==> config.mk <==
export PLATFORM = sky130hd
export DESIGN_NAME = activation_layer_scheduler
export DESIGN_NICKNAME = d
export VERILOG_FILES = /design/src/rtl/activation_layer_scheduler.sv
export SDC_FILE = /design/constraint.sdc
export NUM_CORES = 1
export LEC_CHECK = 0
export CAP_MARGIN = 20
export CORE_MARGIN = 2
export CORE_UTILIZATION = 45
export DETAILED_ROUTE_END_ITERATION = 10
export PLACE_DENSITY_LB_ADDON = 0.2
export SLEW_MARGIN = 10
export SYNTH_ARGS = -nofsm -noshare
export SYNTH_HDL_FRONTEND = slang
export SYNTH_SLANG_ARGS = --single-unit
==> constraint.sdc <==
create_clock -name clk -period 4 [get_ports clk]
set_input_delay 0.8 -clock clk [delete_from_list [all_inputs] [get_ports clk]]
set_output_delay 0.8 -clock clk [all_outputs]
set_load 0.02 [all_outputs]
==> src/rtl/activation_layer_scheduler.sv <==
// Sequences the activation fetch unit across the layers and batches of a network run,
// using a small per-layer descriptor table loaded while the scheduler is idle.
module activation_layer_scheduler #(
  parameter int MAX_LAYERS = 16,
  parameter int TO_W       = 16,
  localparam int LW        = $clog2(MAX_LAYERS)
) (
  input  logic          clk,
  input  logic          resetn,
  input  logic          cfg_we,
  input  logic [LW-1:0] cfg_addr,
  input  logic [21:0]   cfg_data,
  input  logic [LW:0]   num_layers,
  input  logic          go,
  input  logic          abort,
  input  logic          fetch_done,
  input  logic          array_ready,
  output logic          start,
  output logic [10:0]   addr_start,
  output logic [4:0]    last_row,
  output logic [5:0]    batch,
  output logic [LW-1:0] cur_layer,
  output logic          busy,
  output logic          done,
  output logic          err
);

  typedef enum logic [2:0] {
    S_IDLE, S_LOAD, S_ISSUE, S_WAIT_FETCH, S_WAIT_ARRAY, S_FINISH
  } state_t;

  state_t          state;
  logic [21:0]     table_mem [MAX_LAYERS];
  logic [21:0]     desc_q;
  logic [LW-1:0]   layer_q;
  logic [5:0]      batch_q;
  logic [LW:0]     nl_q;
  logic [TO_W-1:0] to_cnt;

  logic [LW:0]     layer_inc;
  logic            last_layer;
  logic [6:0]      batch_inc;
  logic            more_batches;

  assign busy         = (state != S_IDLE);
  assign layer_inc    = {1'b0, layer_q} + {{LW{1'b0}}, 1'b1};
  assign last_layer   = (layer_inc == nl_q);
  assign batch_inc    = {1'b0, batch_q} + 7'd1;
  assign more_batches = (batch_inc < {1'b0, desc_q[5:0]});

  // NOTE: the descriptor table has no reset; its contents are only meaningful
  // after configuration, and leaving it out keeps it mappable to plain RAM.
  always_ff @(posedge clk) begin
    if (cfg_we && !busy) table_mem[cfg_addr] <= cfg_data;
  end

  always_ff @(posedge clk or negedge resetn) begin
    if (!resetn) begin
      state      <= S_IDLE;
      desc_q     <= '0;
      layer_q    <= '0;
      batch_q    <= '0;
      nl_q       <= '0;
      to_cnt     <= '0;
      start      <= 1'b0;
      addr_start <= '0;
      last_row   <= '0;
      batch      <= '0;
      cur_layer  <= '0;
      done       <= 1'b0;
      err        <= 1'b0;
    end else begin
      // NOTE: pulse outputs default low here so every branch below only has to
      // raise them; all state uses non-blocking updates so branches see old values.
      start <= 1'b0;
      done  <= 1'b0;
      if (abort) begin
        state <= S_IDLE;
      end else begin
        case (state)
          S_IDLE: begin
            if (go) begin
              err     <= 1'b0;
              nl_q    <= num_layers;
              layer_q <= '0;
              batch_q <= '0;
              desc_q  <= table_mem[0];
              if (num_layers == '0) begin
                done  <= 1'b1;
                state <= S_FINISH;
              end else begin
                state <= S_LOAD;
              end
            end
          end

          S_LOAD: begin
            if (desc_q[5:0] == 6'd0) begin
              batch_q <= '0;
              if (last_layer) begin
                done  <= 1'b1;
                state <= S_FINISH;
              end else begin
                layer_q <= layer_inc[LW-1:0];
                desc_q  <= table_mem[layer_inc[LW-1:0]];
                state   <= S_LOAD;
              end
            end else begin
              start      <= 1'b1;
              addr_start <= desc_q[21:11];
              last_row   <= desc_q[10:6];
              batch      <= batch_q;
              cur_layer  <= layer_q;
              state      <= S_ISSUE;
            end
          end

          S_ISSUE: begin
            // Counting starts at 1 so the all-ones value is hit after exactly
            // 2**TO_W-1 cycles spent waiting on the fetch unit.
            to_cnt <= {{(TO_W-1){1'b0}}, 1'b1};
            state  <= S_WAIT_FETCH;
          end

          S_WAIT_FETCH: begin
            if (fetch_done) begin
              state <= S_WAIT_ARRAY;
            end else if (&to_cnt) begin
              err   <= 1'b1;
              done  <= 1'b1;
              state <= S_FINISH;
            end else begin
              to_cnt <= to_cnt + 1'b1;
            end
          end

          S_WAIT_ARRAY: begin
            if (array_ready) begin
              if (more_batches) begin
                batch_q    <= batch_inc[5:0];
                start      <= 1'b1;
                addr_start <= desc_q[21:11];
                last_row   <= desc_q[10:6];
                batch      <= batch_inc[5:0];
                cur_layer  <= layer_q;
                state      <= S_ISSUE;
              end else begin
                batch_q <= '0;
                if (last_layer) begin
                  done  <= 1'b1;
                  state <= S_FINISH;
                end else begin
                  layer_q <= layer_inc[LW-1:0];
                  desc_q  <= table_mem[layer_inc[LW-1:0]];
                  state   <= S_LOAD;
                end
              end
            end
          end

          S_FINISH: state <= S_IDLE;

          default: state <= S_IDLE;
        endcase
      end
    end
  end

endmodule

Word level (Yosys, flattened, before mapping)
Memory sizes are Yosys's and may differ from the RTL's.
Index checks and enable logic that the tools add are counted.
- register bits after elaboration: 85
- memories kept: 1
- RAM bits: 352
- output and inout port bits: 30
- bits of input ports: 38
- memory list (memory ; words ; bits a word ; rd ports ; clocked after Yosys merged registers in ; wr ports ; line ; RTL):
    table_mem ; 16 ; 22 ; 2 ; 0 ; 1 ; 33 ; logic [21:0] table_mem [MAX_LAYERS];
- bitwise gates (word level): 1
- multiplexer cells: 67
- order comparisons: 1
- equal/unequal tests: 17
- add/sub/neg operators: 3
- reductions and logical operators: 18
- operator list (kind ; count):
    $mux 22 ; 5
    $pmux 22 s3 ; 1
    $mux 6 ; 7
    $mux 11 ; 3
    $mux 16 ; 2
    $mux 4 ; 8
    $pmux 16 s2 ; 1
    $mux 3 ; 9
    $pmux 11 s2 ; 1
    $mux 1 ; 18
    $ne 2x2->1 const B ; 9
    $pmux 6 s3 ; 1
    $add 16x1->16 const B ; 1
    $reduce_and 16->1 ; 1
    $mux 5 ; 3
    $pmux 3 s5 ; 1
    $reduce_and 5->1 ; 3
    $pmux 4 s3 ; 1
    $pmux 6 s2 ; 1
    $pmux 5 s2 ; 1
    $pmux 4 s2 ; 1
    $add 6x1->7 const B ; 1
    $lt 7x6->1 ; 1
    $eq 3x2->1 const B ; 2
    19 further kinds ; 25

Logic depth before layout (Yosys ltp)
- depth in word-level cells: 7
- depth in mapped cells: 11
- mapped depth without buffers: 10

Worst setup path after synthesis
Ideal clock, no wire load.
- path kind: reg2reg
- start point: register state[2]
- end point: memory table_mem[0][0] (enable)
- data required time: 3.571 ns
- library setup time: 0.429 ns
- cell stages (with the launch flop): 7
- path slack: 0.532 ns
- data arrival time: 3.039 ns
- path through: dfrtp_1 buf_6 clkbuf_1 nor3_1 nand2_1 or3_1 nor3_1
- longest elaborated chain between the ends: 5
- RTL lines (item ; line ; RTL):
    start, declared ; 32 ; state_t state;
    start signal, assigned ; 59 ; state <= S_IDLE;
    start signal, assigned ; 78 ; state <= S_IDLE;
    start signal, assigned ; 90 ; state <= S_FINISH;
    $reduce_bool 3->1 ; 45 ; assign busy = (state != S_IDLE);
    $logic_not 1->1 ; 54 ; if (cfg_we && !busy) table_mem[cfg_addr] <= cfg_data;
    $logic_and 1x1->1 ; 54 ;
    $mux 1 ; 54 ;
    $mux 1 (implied by the code) ; 54 ;
    end, declared ; 33 ;
No other way between the ends.

Final worst setup path
- start point: register state[2]
- end point: output busy
- longest elaborated chain between the ends: 1
- RTL lines (item ; line ; RTL):
    $reduce_bool 3->1 ; 45 ;
    end, declared ; 23 ; output logic busy,
No other way between the ends.

==> results.tsv <==
metric	value	unit
ys_seq_elements	437	
end_kind	output port	
grt_max_degree	91	
area.growth.synth_to_final	16.7	%
route.detailed.drc	0	
cp_cell_sequence	nor3_1, inv_1, clkdlybuf4s50_1	
final_max_slew_viol_count	0	
vias_per_cell	5.54	
critPathTopFamily	simple AND/OR/NAND/NOR gates	
rsz0062_at_grt	no	
synth_area	0.0177	mm²
die_x	202	µm
clock-sinks	437	
ys_types	57	
syn_inst	1036	
slowest_delay	710	ps
num_rows	72	
die-area	0.0410	mm²
antenna_found_initial	2	
start_util	45.7	%
drt_iter0_drc	703	
cp.required	3200	ps
min_period_over_period	82.7	%
path_class	flop to output port	
clk_latency	580	ps
clk_pin_slew	60	ps
coreArea	0.0387	mm²
final.min_clock_period	3310	ps
portBuffers	67	
reg2reg_slack	750	ps
ys_seq_area_share	71.7	%
cts_tree	built	
cts_setup_buffers	0	
place_ws	764	ps
grt_pass1_wl	58.1	mm
path_buf_inv	2	
worst_hold_slack	372	ps
cts_buffers	46	
dr.pass1.iters	8	
start_kind	flop	
critical-path-slowest-cell	nor3_1	
multiInputGateArea	0.00483	mm²
r2r-start	batch_q[0]$_DFFE_PN0P_	
setup_viol	0	
fmax	0.302	GHz
final_cell_mix	352 x edfxtp_1, 137 x nand2_1, 88 x mux4_2, 84 x dfrtp_1, 66 x clkdlybuf4s50_1	
cts-resized-gates	0	
skew	20.1	ps
cts_root_buf	clkbuf_16	
final_hold_viol_count	0	
dp_hpwl	21.2	mm
overflow	0	
ctsHoldBuffers	0	
total_power	12600	µW
grt_pass1_vias	9611	
die_h	202	µm
cts_buffer_depth	3	
synth_edf_count	352	
setup-tns-final	0	ps
path_depth	3	
grt_use_total	18.9	%
syn_nets	1082	
synth_area_per_cell	17.1	µm²
r2r_cells	9	
htree_levels	2	
totalWireLength	37.3	mm
wl_per_cell	22.2	µm
slew_headroom	31.9	%
drive_gt1_share	22.0	%
worst_pin_slew	1020	ps
peakVddDrop	325	µV
worstHoldPathType	input pin to asynchronous set/reset pin	
finalNetCount	1176	
outcome	finished clean	
max_cap_viol_count	0	
worst_ep_arrival_time	2510	ps
yosys_warnings	0	
fill_cells	3138	
layout_commonest_cell	edfxtp_1	
io_pins	68	
cp_max_fo	18	
r2r-end	layer_q[3]$_DFFE_PN0P_	
register_area	0.0127	mm²
layout_setup_ws	691	ps
p_leak	0.00705	µW
routed-via-count	9325	
diodes	0	
p_per_area	608	mW/mm²
synth_flop_cell	edfxtp_1	
ant_nets	0	
place_congestion	0.813	
synth_async_sr_flop_share	19.5	%
==> where the power goes <==
group / switching (µW) / internal (µW) / leakage, µW
clock network: 1710 / 2520 / 0.000741
logic: 1510 / 1360 / 0.00203
registers: 215 / 5260 / 0.00428
total: 3440 / 9140 / 0.00705
==> cell families after synthesis <==
family / after synthesis / share of synthesized area, %
compound gates: 83 / 3.31
xor+xnor: 32 / 1.74
fa+ha+maj: 8 / 0.565
buf+inv: 64 / 1.69
flops: 437 / 71.7
mux: 121 / 13.3
simple gates: 291 / 7.73
==> worst max path at each step <==
stage | startpoint | to | slack, ps
finish | state[2]$_DFFE_PN0P_ | busy | 690
global route | batch_q[0]$_DFFE_PN0P_ | layer_q[3]$_DFFE_PN0P_ | 500
CTS | state[2]$_DFFE_PN0P_ | busy | 650
detailed placement | batch_q[0]$_DFFE_PN0P_ | layer_q[3]$_DFFE_PN0P_ | 760
global placement | go | layer_q[3]$_DFFE_PN0P_ | 850
floorplan | state[2]$_DFFE_PN0P_ | table_mem[0][0]$_DFFE_PP_ | 530
==> synth_stat cells (2+ instances only) <==
cell | number | area [µm²]
edfxtp_1 | 352 | 10600
nand2_1 | 137 | 514
mux4_2 | 88 | 1980
dfrtp_1 | 85 | 2130
nor2_1 | 47 | 176
nand3_1 | 35 | 175
mux2_2 | 33 | 372
nand4_1 | 30 | 188
clkbuf_1 | 25 | 93.8
buf_2 | 24 | 120
o21ai_0 | 24 | 120
o211ai_1 | 23 | 173
xor2_1 | 18 | 158
nor3_1 | 12 | 60.1
xnor2_1 | 12 | 105
inv_1 | 9 | 33.8
o21ai_1 | 9 | 45.0
ha_1 | 8 | 100
and3_1 | 5 | 31.3
nand2b_1 | 5 | 31.3
a21o_1 | 4 | 30.0
o31ai_1 | 4 | 30.0
and4_1 | 3 | 26.3
buf_6 | 3 | 33.8
nor2b_1 | 3 | 18.8
buf_4 | 2 | 15.0
nor4_1 | 2 | 12.5
nor4_4 | 2 | 42.5
o21a_1 | 2 | 15.0
o32a_1 | 2 | 20.0
or4_1 | 2 | 15.0
==> stage by stage <==
step / cell area [µm²] / util (%) / instances
CTS: 20700 / 53.4 / 1683
finish: 20700 / 53.4 / 1684
global route: 20700 / 53.4 / 1684
detailed placement: 19200 / 49.5 / 1599
floorplan: 17700 / - / 1036
global placement: 19200 / 49.5 / 1599
==> routing by layer <==
layer / vias to the layer above / part of all wire (%) / GRT usage (%)
met5: - / 0 / 0
met4: 0 / 1.5 / 4.17
met3: 42 / 5.6 / 3.61
met2: 254 / 50 / 32.2
met1: 4788 / 43 / 25.5
li1: 4241 / - / -
==> layout make-up <==
class / count / area share [%]
repair buffers: 101 / 4.59
flip-flops and latches: 437 / 61.4
well taps: 518 / 3.13
clock inverters: 20 / 1.10
multi-input cells: 535 / 23.4
clock buffers: 64 / 6.24
inverters: 9 / 0.163
==> registers in the layout, indices dropped and copies added, names as in the netlist, 5 cells and up <==
register,count
table_mem,352
nl_q,5
addr_start,11
batch,6
to_cnt,16
last_row,5
batch_q,6
desc_q,22
Note: power is estimated with default switching activity, not from simulation.
